**src/rtl/decoder_hold.sv**
```systemverilog
// decoder_hold: registered 3-to-8 decoder with a valid/ready input handshake.
// An accepted code drives one bit of I for HOLD_CYCLES clocks. The block then
// stays dead for GAP_CYCLES clocks before it accepts the next code.
// Optional feature macro: DECODER_HOLD_PARITY_EN. When it is defined, P is
// checked against the XOR of D. A code with bad parity is consumed without
// producing a pulse and raises a one-cycle err.
module decoder_hold #(
    parameter int HOLD_CYCLES = 4,
    parameter int GAP_CYCLES  = 1
) (
    input  logic       clk,
    input  logic       rst,
    input  logic [2:0] D,
    input  logic       P,
    input  logic       in_valid,
    output logic       in_ready,
    output logic [7:0] I,
    output logic       out_valid,
    output logic       busy,
    output logic       err
);

    typedef enum logic [1:0] {
        IDLE = 2'd0,
        HOLD = 2'd1,
        GAP  = 2'd2
    } state_t;

    localparam logic [7:0] HOLD_LOAD = 8'(HOLD_CYCLES - 1);
    localparam logic [7:0] GAP_LOAD  = 8'(GAP_CYCLES - 1);

    state_t     state;
    state_t     state_nx;
    logic [7:0] cnt;
    logic [7:0] cnt_nx;
    logic [7:0] i_nx;
    logic       out_valid_nx;
    logic       err_nx;
    logic       accept;
    logic       parity_ok;

`ifdef DECODER_HOLD_PARITY_EN
    assign parity_ok = (P == (D[2] ^ D[1] ^ D[0]));
`else
    logic unused_p;
    assign unused_p  = P;
    assign parity_ok = 1'b1;
`endif

    // in_ready depends only on state and rst; reset masks it straight away.
    assign in_ready = (state == IDLE) && !rst;
    assign busy     = (state != IDLE);
    assign accept   = in_valid && in_ready;

    // Next-state logic. The counter is loaded at the start of each phase and stops at zero.
    always_comb begin
        state_nx     = state;
        cnt_nx       = cnt;
        i_nx         = I;
        out_valid_nx = out_valid;
        err_nx       = 1'b0;
        case (state)
            IDLE: begin
                i_nx         = 8'h00;
                out_valid_nx = 1'b0;
                if (accept) begin
                    if (parity_ok) begin
                        i_nx         = 8'b1 << D;
                        out_valid_nx = 1'b1;
                        cnt_nx       = HOLD_LOAD;
                        state_nx     = HOLD;
                    end else begin
                        err_nx = 1'b1;
                    end
                end
            end
            HOLD: begin
                if (cnt != 8'd0) begin
                    cnt_nx = cnt - 8'd1;
                end else begin
                    i_nx         = 8'h00;
                    out_valid_nx = 1'b0;
                    if (GAP_CYCLES == 0) begin
                        state_nx = IDLE;
                    end else begin
                        cnt_nx   = GAP_LOAD;
                        state_nx = GAP;
                    end
                end
            end
            GAP: begin
                i_nx         = 8'h00;
                out_valid_nx = 1'b0;
                if (cnt == 8'd0) begin
                    state_nx = IDLE;
                end else begin
                    cnt_nx = cnt - 8'd1;
                end
            end
            default: begin
                state_nx     = IDLE;
                cnt_nx       = 8'd0;
                i_nx         = 8'h00;
                out_valid_nx = 1'b0;
            end
        endcase
    end

    // State and output registers. Reset takes priority and cuts any pulse short.
    always_ff @(posedge clk) begin
        if (rst) begin
            state     <= IDLE;
            cnt       <= 8'd0;
            I         <= 8'h00;
            out_valid <= 1'b0;
            err       <= 1'b0;
        end else begin
            state     <= state_nx;
            cnt       <= cnt_nx;
            I         <= i_nx;
            out_valid <= out_valid_nx;
            err       <= err_nx;
        end
    end

endmodule

```
**config.mk**
```make
export PLATFORM = sky130hd
export DESIGN_NAME = decoder_hold
export DESIGN_NICKNAME = d
export VERILOG_FILES = /design/src/rtl/decoder_hold.sv
export SDC_FILE = /design/constraint.sdc
export NUM_CORES = 1
export LEC_CHECK = 0
export CORE_MARGIN = 2
export CORE_UTILIZATION = 50
export DETAILED_ROUTE_END_ITERATION = 10
export GPL_ROUTABILITY_DRIVEN = 0
export PLACE_DENSITY = 0.78
export SLEW_MARGIN = 25
export SYNTH_ARGS = -nofsm -noshare
export SYNTH_HDL_FRONTEND = slang
export SYNTH_SLANG_ARGS = --single-unit
```
**constraint.sdc**
```tcl
create_clock -name clk -period 5.5 [get_ports clk]
set_input_delay 0.55 -clock clk [delete_from_list [all_inputs] [get_ports clk]]
set_output_delay 0.55 -clock clk [all_outputs]
set_load 0.02 [all_outputs]
```
Yosys cells after proc, flatten, opt, wreduce, memory -nomap -nowiden
Index checks and enable logic that the tools add are counted.

Word-level logic and storage cells: 35. Register bits: 19. Output and inout bits: 12.

Shift operators: 1. Equal/unequal tests: 6. $add $sub $neg: 1. Reduce and logical (&&, ||, !) cells: 9. Multiplexer cells: 14.

Operator list (count): $mux 8 (5); $pmux 8 s3 (1); $pmux 8 s2 (1); $logic_not 8->1 (1); $ne 2x2->1 const B (4); $reduce_bool 8->1 (1); $shl 1x3->8 const A (1); $sub 8x1->8 const B (1); $mux 2 (3); $pmux 2 s3 (1); $reduce_and 3->1 (1); $eq 2x1->1 const B (1); $eq 2x2->1 const B (1); $logic_and 1x1->1 (2); $logic_not 2->1 (1); $mux 1 (2); $pmux 1 s2 (1); $reduce_and 2->1 (1); $reduce_bool 2->1 (1); $logic_not 1->1 (1).

Logic depth before layout (Yosys ltp)
Word-level depth: 5. Mapped depth: 7. Depth with buffers taken out: 6.

Worst setup path after synthesis
Ideal clock, no wire load.

Kind: register -> register. Start point: reg cnt[0]. End point: reg cnt[3]. Cell stages (with the launch flop): 7. Setup slack: 3695 ps. Clock period less this slack: 1805 ps. Arrival: 1735 ps. Data required time: 5430 ps. Cells stage by stage: dfxtp_1 > inv_1 > ha_1 > nor3b_2 > a32oi_2 > or4b_2 > a21oi_1.

Cells in the longest elaborated chain, start to end: 3. Elaborated cells on any way between the ends: 8. Those cells by class: add/sub (1); eq/ne (1); mux (3); reduce/logical (3).

RTL lines: from (decl) (line 34) `logic [7:0] cnt;`; from (signal assigned) (line 119) `cnt <= cnt_nx;`; $sub 8x1->8, or another cell as far along (line 79, 97); $mux 8, or another cell as far along (line 94) `if (cnt == 8'd0) begin`; $pmux 8 s3 / $reduce_and 2->1 (equally long branches).

Several ways; a longest one is shown, not always the timed one. The select of a mux whose other input is x is not followed. A chain may end at the register's enable or synchronous reset.

Final worst setup path
Start point: in rst. End point: out in_ready.

Cells in the longest elaborated chain, start to end: 2.

RTL lines: from (decl) (line 12) `input logic rst,`; $logic_not 1->1 (line 51) `assign in_ready = (state == IDLE) && !rst;`; $logic_and 1x1->1 (line 51); to (decl) (line 16) `output logic in_ready,`.

No other way between the ends.

==> results.ini <==
[outcome]
status = completed

[clocking]
post_cts_buffers = 0
clk_pin_slew_worst_paths_ns = 0.11
ctsHoldBuffers = 0
root_buffer = clkbuf_4
ctsResizeCount = 0
cts_buffers = 3
cts_sinks = 19
clockBufferDepth = 2
ctsHtreeMaxLevel = 1
insertion_delay_ns = 0.29
cts_tree = yes

[finish]
final_nets = 140
antenna_cells = 0
fillers = 156
final_util_pct = 65.26
drive_above_1_share_pct = 9.231
syn_to_final_growth_pct = 20.00

[yosys]
synth.most_common_cell = dfxtp_1
synth_seq_cells = 19
synth-async-reset-ratio_pct = 0
synthFlopType = dfxtp_1
avgSynthCellArea_um2 = 8.506
yosysUniqueCellTypes = 38
netlist_instances = 114
ys_warn_count = 0
netlist_area_um2 = 969.7
synth_top_area_share_pct = 39.23
synthTopCellsByArea = dfxtp_1 39%, nor2_1 6.6%, a22oi_1 5.4%
synth_edf_count = 0
syn-num-nets = 123
synth.cells.most_frequent = 19 x dfxtp_1, 17 x nor2_1, 10 x a21oi_1, 7 x a22oi_1, 7 x inv_1
ys_seq_area_share_pct = 39.23
yosys.area.top_type = dfxtp_1

[global_route]
grt_pass1_vias = 814
antenna_found_initial = 0
grt.total_usage_pct = 19.92
grt_use_met3_pct = 5.660
grt_util_met1_pct = 24.09
grt_max_degree = 18
grt_first_pass_wirelength_um = 3229
grt_util_met2_pct = 32.80
busiest_layer = met2
grt_overflow = 0

[sta]
finalCritPeriodShare_pct = 50.31
max_freq_ghz = 0.3614
setup_viol_count_final = 0
report.final.slew_viol_count = 0
fin_crit_ns = 2.767
clock-skew-final_ns = 0.006912
slew_headroom_pct = 53.74
rsz0062_at_grt = false
tns_ns = 0
hold_viol = 0
tightest_slew_ns = 0.6882

[power]
internal_power_uw = 328.3
clock_power_share_pct = 12.0
ir_drop_v = 0.0003116
swShare_pct = 43.68
seq_power_share_pct = 35.2
p_switching_uw = 254.6
power_frac_comb_pct = 52.8
leakagePower_uw = 0.0004270
p_per_area_mw_per_mm2 = 501.0

[floorplanning]
die-area_mm2 = 0.002308
core_region_area_mm2 = 0.001783
dieWidth_um = 48.04
die_h_um = 48.04
rows = 15
ios = 19
initial_core_util_pct = 54.39

[critical_path]
r2r_end = cnt[5]
slowest_delay_ns = 0.70
rrSetupSlack_ns = 3.45
crit_chain = clkdlybuf4s50_1 -> nor3_1 -> clkdlybuf4s50_1
critPathKind = in -> out
crit_fanout = 17
required_ns = 4.95
arrival_ns = 2.22
crit_top_cell = clkdlybuf4s50_1
timing.rr.start = cnt[0]
cp-end-kind = output port
cpMaxStageDelayCell = clkdlybuf4s50_1
cp-start-kind = primary input
r2r_cells = 6

[route]
routed_wl_um = 2008
postRouteAntennaNets = 0
firstDrtPassIters = 4
drc = 0
viasPerCell = 5.755
drt_first_iter_violations = 14
num_vias = 892
drt-wirelength-per-cell_um = 12.95

[worst_hold_path]
min_to = out_valid
whs_path_depth = 2
min_from = out_valid
min_path_type = reg -> reg

[flow_run]
drv_cap = 0

[place]
post-dp-hpwl_um = 1483
portBuffers = 16

[worst max-delay path, delay by kind of cell]
| kind | cells | cell delay [ns] |
|---|---|---|
| buffers and inverters | 2 | 1.35 |
| AND/OR/NAND/NOR | 1 | 0.31 |
[per-stage QoR]
stage / setup slack, ns / hold WS (ns) / std cells / instance area, µm² / power [µW]
floorplan: 3.695 / 0.4764 / 114 / 969.7 / 440.2
global placement: 2.750 / 0.4632 / 151 / 1137 / 507.7
detailed placement: 2.723 / 0.4604 / 151 / 1137 / 515.6
CTS: 2.728 / 0.4767 / 155 / 1164 / 585.8
global route: 2.621 / 0.5152 / 155 / 1164 / 632.8
finish: 2.733 / 0.4738 / 155 / 1164 / 582.9
[cell usage in the layout, fill, tap and decap left out, drive strengths merged, types with 2 or more instances in the layout]
master / Yosys / routed
a22oi: 7 / 7
nand2b: 3 / 3
nor2b: 5 / 5
a21oi: 10 / 10
nor3: 2 / 2
or3: 2 / 2
a21boi: 2 / 2
a32oi: 3 / 3
ha: 2 / 2
nand3: 2 / 2
clkbuf: 1 / 4
or4b: 2 / 2
o31ai: 2 / 2
o21ai: 4 / 4
dfxtp: 19 / 19
clkdlybuf4s50: 0 / 16
and3: 2 / 2
or4: 3 / 3
nor2: 17 / 17
nand2: 4 / 4
inv: 7 / 7
[power by group through the flow]
stage | Clock [µW] | Combinational [µW] | Sequential [µW]
6_report | 70.1 | 308 | 205
5_1_grt | 75.9 | 346 | 211
3_5_place_dp | 0 | 308 | 208
3_3_place_gp | 0 | 303 | 204
2_1_floorplan | 0 | 235 | 205
4_1_cts | 72.7 | 309 | 204
[worst max path at each step]
stage	slack (ns)	endpoint	startpoint
finish	2.73	in_ready	rst
global route	2.62	in_ready	rst
CTS	2.73	in_ready	rst
detailed placement	2.72	in_ready	rst
global placement	2.75	in_ready	rst
floorplan	3.69	cnt[3]	cnt[0]
[registers in the layout (all words and copies together) (netlist names)]
signal,flops
state,2
I,8
out_valid,1
cnt,8
[cell families after synthesis]
kind of cell / after synthesis / synth area share, %
AO/OA/AOI/OAI: 35 / 25.68
AND/OR/NAND/NOR: 46 / 26.97
other: 1 / 0.3867
adder cells (fa/ha/maj): 2 / 2.580
buffers and inverters: 11 / 5.160
flip-flops: 19 / 39.23
[metal layers]
metal | vias to the layer above | routed length [µm]
met3 | 2 | 67
met4 | 0 | 16
met1 | 423 | 962
met5 | - | 0
met2 | 14 | 961
li1 | 453 | -
[final cells by class]
cell class	instances	area (µm²)	share of cell area [%]
multi-input combinational	84	539.3	46.34
sequential	19	380.4	32.69
timing repair buffer	16	160.2	13.76
tap	25	31.28	2.688
clock buffer	4	26.28	2.258
inverter	7	26.28	2.258
Power figures use the tool's default switching activity.
